<file path="src/rtl/counter_sequencer.sv">
// -----------------------------------------------------------------------------
// counter_sequencer
//
// Command-driven controller for one 4-mode counter (00 up-by-3, 01 down-by-1,
// 10 up-by-1, 11 load). Commands {mode, load value, length} enter a small FIFO
// over a valid/ready handshake and are executed strictly in order: the FSM
// drives the counter's enable/reset/mode/data lines for the requested number of
// enabled cycles, counts ripple-carry events, captures the final Q value and
// checks the load acknowledge.
//
// Ports
//   clk        single clock, rising edge
//   RESET_L    asynchronous active-low reset
//   CLEAR      re-initialise the counter (honoured only in IDLE)
//   CMD_VALID / CMD_READY / CMD_MODO / CMD_D / CMD_LEN   command handshake
//   C_ENABLE / C_RESET / C_MODO / C_D                    counter controls
//   C_Q / C_RCO / C_LOAD                                 counter status
//   BUSY       FSM active or commands queued
//   DONE       one-cycle pulse at command completion
//   RCO_CNT    RCO events of the last/current command (saturating)
//   LAST_Q     counter value registered at the final enabled edge
//   ERR        sticky load-acknowledge failure
// -----------------------------------------------------------------------------
module counter_sequencer #(
   parameter int FIFO_DEPTH = 4,
   parameter int LEN_W      = 6
) (
   input  logic             clk,
   input  logic             RESET_L,
   input  logic             CLEAR,
   input  logic             CMD_VALID,
   output logic             CMD_READY,
   input  logic [1:0]       CMD_MODO,
   input  logic [3:0]       CMD_D,
   input  logic [LEN_W-1:0] CMD_LEN,
   output logic             C_ENABLE,
   output logic             C_RESET,
   output logic [1:0]       C_MODO,
   output logic [3:0]       C_D,
   input  logic [3:0]       C_Q,
   input  logic             C_RCO,
   input  logic             C_LOAD,
   output logic             BUSY,
   output logic             DONE,
   output logic [7:0]       RCO_CNT,
   output logic [3:0]       LAST_Q,
   output logic             ERR
);

   localparam int         AW      = $clog2(FIFO_DEPTH);
   localparam logic [AW:0] DEPTH_C = (AW+1)'(FIFO_DEPTH);

   localparam logic [2:0] ST_INIT  = 3'd0;
   localparam logic [2:0] ST_IDLE  = 3'd1;
   localparam logic [2:0] ST_ISSUE = 3'd2;
   localparam logic [2:0] ST_RUN   = 3'd3;
   localparam logic [2:0] ST_DRAIN = 3'd4;

   // ---------------- command FIFO ----------------
   logic [1:0]       fifo_mode_q [FIFO_DEPTH];
   logic [3:0]       fifo_d_q    [FIFO_DEPTH];
   logic [LEN_W-1:0] fifo_len_q  [FIFO_DEPTH];
   logic [AW-1:0]    wr_ptr_q, rd_ptr_q;
   logic [AW:0]      count_q, count_d;
   logic             push, pop, fifo_empty;

   // ---------------- FSM / datapath ----------------
   logic [2:0]       state_q, state_d;
   logic [1:0]       init_cnt_q, init_cnt_d;
   logic [LEN_W-1:0] rem_q, rem_d;
   logic             cmd_ready_q, busy_q, done_q, err_q;
   logic             c_enable_q, c_reset_q;
   logic [1:0]       c_modo_q;
   logic [3:0]       c_d_q;
   logic             en_seen_q;   // C_ENABLE as the counter sampled it at the previous edge
   logic [7:0]       rco_cnt_q;
   logic [3:0]       last_q_q;

   // CMD_READY is registered, so a full FIFO refuses a push even if a pop
   // happens in the same cycle.
   assign push       = CMD_VALID && cmd_ready_q;
   assign pop        = (state_q == ST_ISSUE);
   assign fifo_empty = (count_q == '0);

   // NOTE: every signal written in a combinational block gets a default first,
   // otherwise a path that skips the assignment infers a latch.
   always_comb begin
      count_d = count_q;
      if (push && !pop) begin
         count_d = count_q + (AW+1)'(1);
      end else if (!push && pop) begin
         count_d = count_q - (AW+1)'(1);
      end
   end

   always_comb begin
      state_d    = state_q;
      init_cnt_d = init_cnt_q;
      rem_d      = rem_q;
      case (state_q)
         ST_INIT: begin
            // The reset state enters with count 0 (C_RESET still low), an
            // IDLE->INIT entry with count 1; either way C_RESET is high 2 cycles.
            if (init_cnt_q == 2'd2) begin
               state_d = ST_IDLE;
            end else begin
               init_cnt_d = init_cnt_q + 2'd1;
            end
         end
         ST_IDLE: begin
            if (CLEAR) begin
               state_d    = ST_INIT;
               init_cnt_d = 2'd1;
            end else if (!fifo_empty) begin
               state_d = ST_ISSUE;
            end
         end
         ST_ISSUE: begin
            // A load only ever needs one enabled edge, whatever length it asked for.
            if (fifo_mode_q[rd_ptr_q] == 2'b11) begin
               rem_d = LEN_W'(1);
            end else begin
               rem_d = fifo_len_q[rd_ptr_q];
            end
            state_d = (rem_d == '0) ? ST_DRAIN : ST_RUN;
         end
         ST_RUN: begin
            rem_d = rem_q - LEN_W'(1);
            if (rem_q == LEN_W'(1)) begin
               state_d = ST_DRAIN;
            end
         end
         ST_DRAIN: begin
            state_d = (!fifo_empty && !CLEAR) ? ST_ISSUE : ST_IDLE;
         end
         default: begin
            state_d    = ST_INIT;
            init_cnt_d = 2'd0;
         end
      endcase
   end

   // NOTE: the FIFO storage has no reset; emptiness is tracked by the pointers
   // and count, so stale entries are never read.
   always_ff @(posedge clk) begin
      if (push) begin
         fifo_mode_q[wr_ptr_q] <= CMD_MODO;
         fifo_d_q[wr_ptr_q]    <= CMD_D;
         fifo_len_q[wr_ptr_q]  <= CMD_LEN;
      end
   end

   // NOTE: sequential state uses non-blocking assignments so every register
   // samples the pre-edge values of the others.
   always_ff @(posedge clk or negedge RESET_L) begin
      if (!RESET_L) begin
         state_q     <= ST_INIT;
         init_cnt_q  <= 2'd0;
         rem_q       <= '0;
         wr_ptr_q    <= '0;
         rd_ptr_q    <= '0;
         count_q     <= '0;
         cmd_ready_q <= 1'b0;
         busy_q      <= 1'b0;
         done_q      <= 1'b0;
         c_enable_q  <= 1'b0;
         c_reset_q   <= 1'b0;
         c_modo_q    <= 2'b00;
         c_d_q       <= 4'd0;
         en_seen_q   <= 1'b0;
         rco_cnt_q   <= 8'd0;
         last_q_q    <= 4'd0;
         err_q       <= 1'b0;
      end else begin
         state_q     <= state_d;
         init_cnt_q  <= init_cnt_d;
         rem_q       <= rem_d;
         count_q     <= count_d;
         cmd_ready_q <= (count_d != DEPTH_C);
         busy_q      <= (state_d != ST_IDLE) || (count_d != '0);
         done_q      <= (state_d == ST_DRAIN);
         c_enable_q  <= (state_d == ST_RUN);
         c_reset_q   <= (state_d == ST_INIT);
         en_seen_q   <= c_enable_q;

         if (push) begin
            wr_ptr_q <= wr_ptr_q + AW'(1);
         end
         if (pop) begin
            rd_ptr_q <= rd_ptr_q + AW'(1);
            c_modo_q <= fifo_mode_q[rd_ptr_q];
            c_d_q    <= fifo_d_q[rd_ptr_q];
         end

         // Counter status is registered inside the counter, so it is only
         // meaningful one edge after an enabled edge (this includes DRAIN).
         if (state_q == ST_ISSUE) begin
            rco_cnt_q <= 8'd0;
         end else if (en_seen_q && C_RCO && (rco_cnt_q != 8'hFF)) begin
            rco_cnt_q <= rco_cnt_q + 8'd1;
         end

         if ((state_q == ST_DRAIN) && en_seen_q) begin
            last_q_q <= C_Q;
         end
         if ((state_q == ST_DRAIN) && (c_modo_q == 2'b11) && !C_LOAD) begin
            err_q <= 1'b1;
         end
      end
   end

   assign CMD_READY = cmd_ready_q;
   assign C_ENABLE  = c_enable_q;
   assign C_RESET   = c_reset_q;
   assign C_MODO    = c_modo_q;
   assign C_D       = c_d_q;
   assign BUSY      = busy_q;
   assign DONE      = done_q;
   assign RCO_CNT   = rco_cnt_q;
   assign LAST_Q    = last_q_q;
   assign ERR       = err_q;

endmodule

</file>
<file path="config.mk">
export PLATFORM = sky130hd
export DESIGN_NAME = counter_sequencer
export DESIGN_NICKNAME = d
export VERILOG_FILES = /design/src/rtl/counter_sequencer.sv
export SDC_FILE = /design/constraint.sdc
export NUM_CORES = 1
export LEC_CHECK = 0
export CORE_AREA = 8 8 91 93
export CTS_CLUSTER_SIZE = 12
export DETAILED_ROUTE_END_ITERATION = 7
export DIE_AREA = 0 0 99 101
export PLACE_DENSITY_LB_ADDON = 0.08
export SETUP_SLACK_MARGIN = 0.1
export SYNTH_ARGS = -nofsm -noshare
export SYNTH_HDL_FRONTEND = slang
export SYNTH_SLANG_ARGS = --single-unit
</file>
<file path="constraint.sdc">
create_clock -name clk -period 3.45 [get_ports clk]
set_input_delay 0.69 -clock clk [delete_from_list [all_inputs] [get_ports clk]]
set_output_delay 0.69 -clock clk [all_outputs]
set_load 0.05 [all_outputs]
</file>
Word level (Yosys, flattened, before mapping)
Memory sizes are Yosys's and may differ from the RTL's. A register that Yosys moved wholly into a read port is not among the register bits.
Index checks and enable logic that the tools add are counted.

storage, ports and cells
  bits in registers = 39
  RAM bits = 48
  input port bits = 22
  output and inout bits = 24
  word-level logic and storage cells = 86
  memories kept = 3

operators by class
  add/sub/neg operators = 7
  equal/unequal tests = 15
  mux-type cells = 19
  bitwise logic cells = 1
  reductions and logical operators = 25

memory list
  name         words  bits a word  read ports  clocked after memory_dff  write ports  RTL line  RTL
  fifo_len_q   4      6            1           0                         1            62        logic [LEN_W-1:0] fifo_len_q [FIFO_DEPTH];
  fifo_d_q     4      4            1           1                         1            61        logic [3:0] fifo_d_q [FIFO_DEPTH];
  fifo_mode_q  4      2            1           0                         1            60        logic [1:0] fifo_mode_q [FIFO_DEPTH];

operators by type and width
  operator               count
  $mux W3                7
  $mux W8                2
  $pmux W3 S5            1
  $mux W6                2
  $pmux W6 S2            1
  $eq A3 B2 Y1 const B   3
  $logic_and A1 B1 Y1    9
  $logic_not A3 Y1       3
  $add A8 B1 Y8 const B  1
  $ne A8 B8 Y1 const B   1
  $add A2 B1 Y2 const B  3
  $eq A2 B2 Y1 const B   3
  $eq A3 B3 Y1 const B   2
  $eq A6 B1 Y1 const B   1
  $logic_not A1 Y1       6
  $logic_not A6 Y1       1
  $mux W2                3
  $pmux W2 S3            1
  $sub A6 B1 Y6 const B  1
  $ne A2 B2 Y1 const B   2
  $reduce_bool A2 Y1     2
  $add A3 B1 Y3 const B  1
  $eq A3 B1 Y1 const B   1
  $ne A3 B1 Y1 const B   1
  8 further kinds        9

Depth between registers and ports, before layout
An unclocked memory read counts as a cell.

  depth in word-level cells = 9
  depth in mapped cells = 7
  mapped depth without buffers = 7

Worst setup path before layout
OpenSTA, ideal clock, no wires.

  path type = register -> register
  start point = register rd_ptr_q[0]
  end point = register state_q[1]
  library setup time = 0.131 ns
  arrival = 1.760 ns
  data required time = 3.319 ns
  setup slack = 1.559 ns
  stages on the path, launching flop included = 6
  buffers on the path = 1
  clock period less this slack = 1.891 ns
  path through = dfrtp_1 -> buf_6 -> mux4_1 -> or4_4 -> o21ai_2 -> o21ai_0

between the ends
  word-level cells in the longest chain between the ends = 7
  elaborated cells on any way between the ends = 8
  classes of those cells = 1 x eq/ne; 4 x mux; 1 x reduce/logical; 2 x memory

RTL lines
  item                      RTL line  RTL
  start: declaration        63        logic [AW-1:0] wr_ptr_q, rd_ptr_q;
  start signal: assignment  190       rd_ptr_q <= rd_ptr_q + AW'(1);
  $mem_v2 Z4 W2             -
  $eq A2 B2 Y1              120       if (fifo_mode_q[rd_ptr_q] == 2'b11) begin
  $mux W6 *                 120
  $mux W6 *                 100       case (state_q)
  $logic_not A6 Y1 *        125       state_d = (rem_d == '0) ? ST_DRAIN : ST_RUN;
  $mux W3 *                 125
  $pmux W3 S5 *             100
  net state_d[1]            68        logic [2:0] state_q, state_d;
  end signal: assignment    175       state_q <= state_d;
  end: declaration          68

The timed path passes the listed nets; every way through them passes the cells marked *. The select of a mux whose other input is x is not followed.
A chain may end at the register's enable or synchronous reset.

Final worst setup path
Ends and elaborated chain as after synthesis.

==> impl_metrics.ini <==
[layout]
layout-drive-gt1-share_pct = 13.80
commonest_cells_after_routing_fill_and_taps_aside = sky130_fd_sc_hd__edfxtp_1, sky130_fd_sc_hd__clkdlybuf4s50_1, sky130_fd_sc_hd__dfrtp_1, sky130_fd_sc_hd__nor2_1, sky130_fd_sc_hd__inv_1
antennaDiodeCount = 0
layout_stage_area_growth_over_the_synthesis_result_pct = 17.56
final_net_count = 354
layout.cells.most_common = sky130_fd_sc_hd__edfxtp_1
instances_no_fill = 408
nFillCells = 523

[setup_path]
worst_ep_arrival_time_ns = 2.64
timing.critical_path.slowest_cell_delay_ns = 0.75
timing.critical_path.cells = mux4_1, or4_4, o21ai_2, o21ai_0
cp_data_required_time_ns = 3.67
worst_setup_path_start_kind = register
crit_type = register to register
timing.critical_path.buf_inv = 0
worstSetupEndpointType = register
crit_slowest_cell = sky130_fd_sc_hd__dfrtp_1
crit_family = flip-flops
critical_path.max_fanout = 12

[route]
drt-initial-drc-count = 63
via_per_inst = 5.574
detail_route.wl_per_cell_um = 16.41
remaining_drc_errors = 0
drt_wl_total_um = 6697
route.antenna.remaining_nets = 0
vias = 2274
number_of_iterations_in_the_first_detailed_routing_pass = 4

[logic_synthesis]
synthesis.instances = 274
syn_avg_cell_area_um2 = 14.43
synth_seq_cells = 91
number_of_enable_flip_flop_cells_after_synthesis = 48
yosys_warnings = 0
postSynth.topFlopCell = sky130_fd_sc_hd__edfxtp_1
asyncSetResetFlopFracSynth_pct = 47.25
post_synth_num_cell_types = 44
postSynthNetCount = 307
synth_seq_area_share_pct = 63.65
post_synth_instance_area_mm2 = 0.003955

[power]
cellPowerDensity_mw_per_mm2 = 599.3
p_leak_nw = 1.849
peakVddDrop_uv = 416.9

[sta]
fin_setup_tns_ns = 0
final-max-slew-violation-count = 0
tightest_slew_ns = 0.9830
rsz_0062_raised_after_global_routing = no
finalSetupViolCount = 0
final.min_clock_period_ns = 2.413
finalHoldViolations = 0
max_freq_ghz = 0.4144
finalCritPeriodShare_pct = 69.94
slew_headroom_pct = 34.47
fin_worst_skew_ns = 0.01585

[die]
floorplan.initialDensity_pct = 56.97
die_y_um = 101
floorplan.die.width_um = 99
placementRows = 31
num_io_pins = 46
fp.dieArea_mm2 = 0.009999
floorplan.core_area_mm2 = 0.006943

[run]
drv_cap = 0

[clocking]
post_cts_sizing_count = 0
clk_pin_slew_ns = 0.11
cts_setup_buffers = 0
clock_tree_from_tritoncts = yes
cts_inserted_buffers = 9
cts_buffer_depth = 2
clock_tree.root_cell = sky130_fd_sc_hd__clkbuf_8
clock_latency_ns = 0.35
numClockSinks = 91
cts_hold_buf = 0
cts.htree.levels = 3

[placed_design]
cells_after_dpl = 392
globalplace.congestion = 0.7843
port_buffers = 45
detailed_place_hpwl_um = 4692

[global_route]
first_global_vias = 2318
antenna_found_initial = 0
grt_pass1_wl_um = 11370
grt-ovfl-total = 0
grt_use_total_pct = 14.20
grt_max_degree = 44

[hold_path]
hold_path.class = register to register

[run_status]
outcome = finished clean
## layer usage
metal	GRT usage, %	share of wire, %
met1	18.36	47
met2	22.92	47
met3	3.522	5.0
met4	4.604	0.75
met5	0	0
## synth_stat cells, types with 4 or more instances
library cell / number / share of area, %
sky130_fd_sc_hd__and3_1: 10 / 1.6
sky130_fd_sc_hd__nand3_1: 5 / 0.63
sky130_fd_sc_hd__mux2i_1: 6 / 1.5
sky130_fd_sc_hd__o21ai_0: 10 / 1.3
sky130_fd_sc_hd__nor2b_1: 5 / 0.79
sky130_fd_sc_hd__mux4_2: 8 / 4.6
sky130_fd_sc_hd__nor2_1: 21 / 2.0
sky130_fd_sc_hd__xnor2_1: 9 / 2.0
sky130_fd_sc_hd__dfrtp_1: 43 / 27
sky130_fd_sc_hd__edfxtp_1: 48 / 36
sky130_fd_sc_hd__ha_1: 11 / 3.5
sky130_fd_sc_hd__nand2_1: 13 / 1.2
sky130_fd_sc_hd__mux4_1: 4 / 2.7
sky130_fd_sc_hd__clkbuf_1: 9 / 0.85
sky130_fd_sc_hd__a21oi_1: 5 / 0.63
sky130_fd_sc_hd__inv_1: 14 / 1.3
sky130_fd_sc_hd__mux2_2: 12 / 3.4
## path summary, 6_finish.rpt
| path | startpoint | cells after the start | endpoint | slack (ns) |
|---|---|---|---|---|
| worst max-delay path | rd_ptr_q[0] | 4 | state_q[1] | 1.04 |
| worst min-delay path | C_ENABLE | 0 | en_seen_q | 0.38 |
| worst max register to register | rd_ptr_q[0] | 4 | state_q[1] | 1.04 |
| worst min register to register | C_ENABLE | 0 | en_seen_q | 0.38 |
| max in group asynchronous | RESET_L | 1 | RCO_CNT[4] | 2.34 |
| min in group asynchronous | RESET_L | 1 | ERR | 0.48 |
## area by class of cell
type                       instances  area (µm²)  share of cell area, %
sequential                        91        2517                  54.14
multi-input combinational        157        1316                  28.31
timing repair buffer              48       467.9                  10.06
clock buffer                       9       123.9                  2.664
tap                               82       102.6                  2.207
clock inverter                     7       68.82                  1.480
inverter                          14       52.55                  1.130
## stage by stage
stage	worst slack (ns)	hold WS [ns]	power (mW)	cell area, µm²	utilization, %
after floorplan	1.559	0.3944	1.892	3955	-
after global placement	1.088	0.3755	2.105	4457	64.19
after detailed placement	1.057	0.3625	2.131	4457	64.19
after CTS	1.037	0.3846	2.817	4649	66.97
after global routing	0.8426	0.3988	2.935	4649	66.97
final	1.037	0.3817	2.786	4649	66.97
## worst register-to-register path: cells and delay by family, from the launching register on
kind / cells / cell delay [ns]
muxes: 1 / 0.69
AOI/OAI and AO/OA: 2 / 0.35
and+or+nand+nor: 1 / 0.50
DFF: 1 / 0.75
## registers in the layout, summed over array words and instances (netlist names)
name	cells
LAST_Q	4
init_cnt_q	2
RCO_CNT	8
fifo_d_q	16
wr_ptr_q	2
BUSY	1
C_RESET	1
rd_ptr_q	2
state_q	3
fifo_len_q	24
DONE	1
C_ENABLE	1
rem_q	6
CMD_READY	1
C_MODO	2
ERR	1
fifo_mode_q	8
count_q	3
C_D	4
en_seen_q	1
## power by group
part           total [mW]  internal, mW  switching, mW  leakage [nW]
clock               0.688         0.284          0.405        0.0997
combinational       0.636         0.250          0.386         0.793
sequential           1.46          1.35          0.116         0.957
## cells by family after synthesis
logic type               synth area share (%)
flip-flops                              63.65
AND/OR/NAND/NOR                         9.206
AO/OA/AOI/OAI                           5.790
multiplexers                            12.15
buffers and inverters                   3.068
XOR/XNOR                                2.658
adder cells (fa/ha/maj)                 3.480
Power figures use the tool's default switching activity.
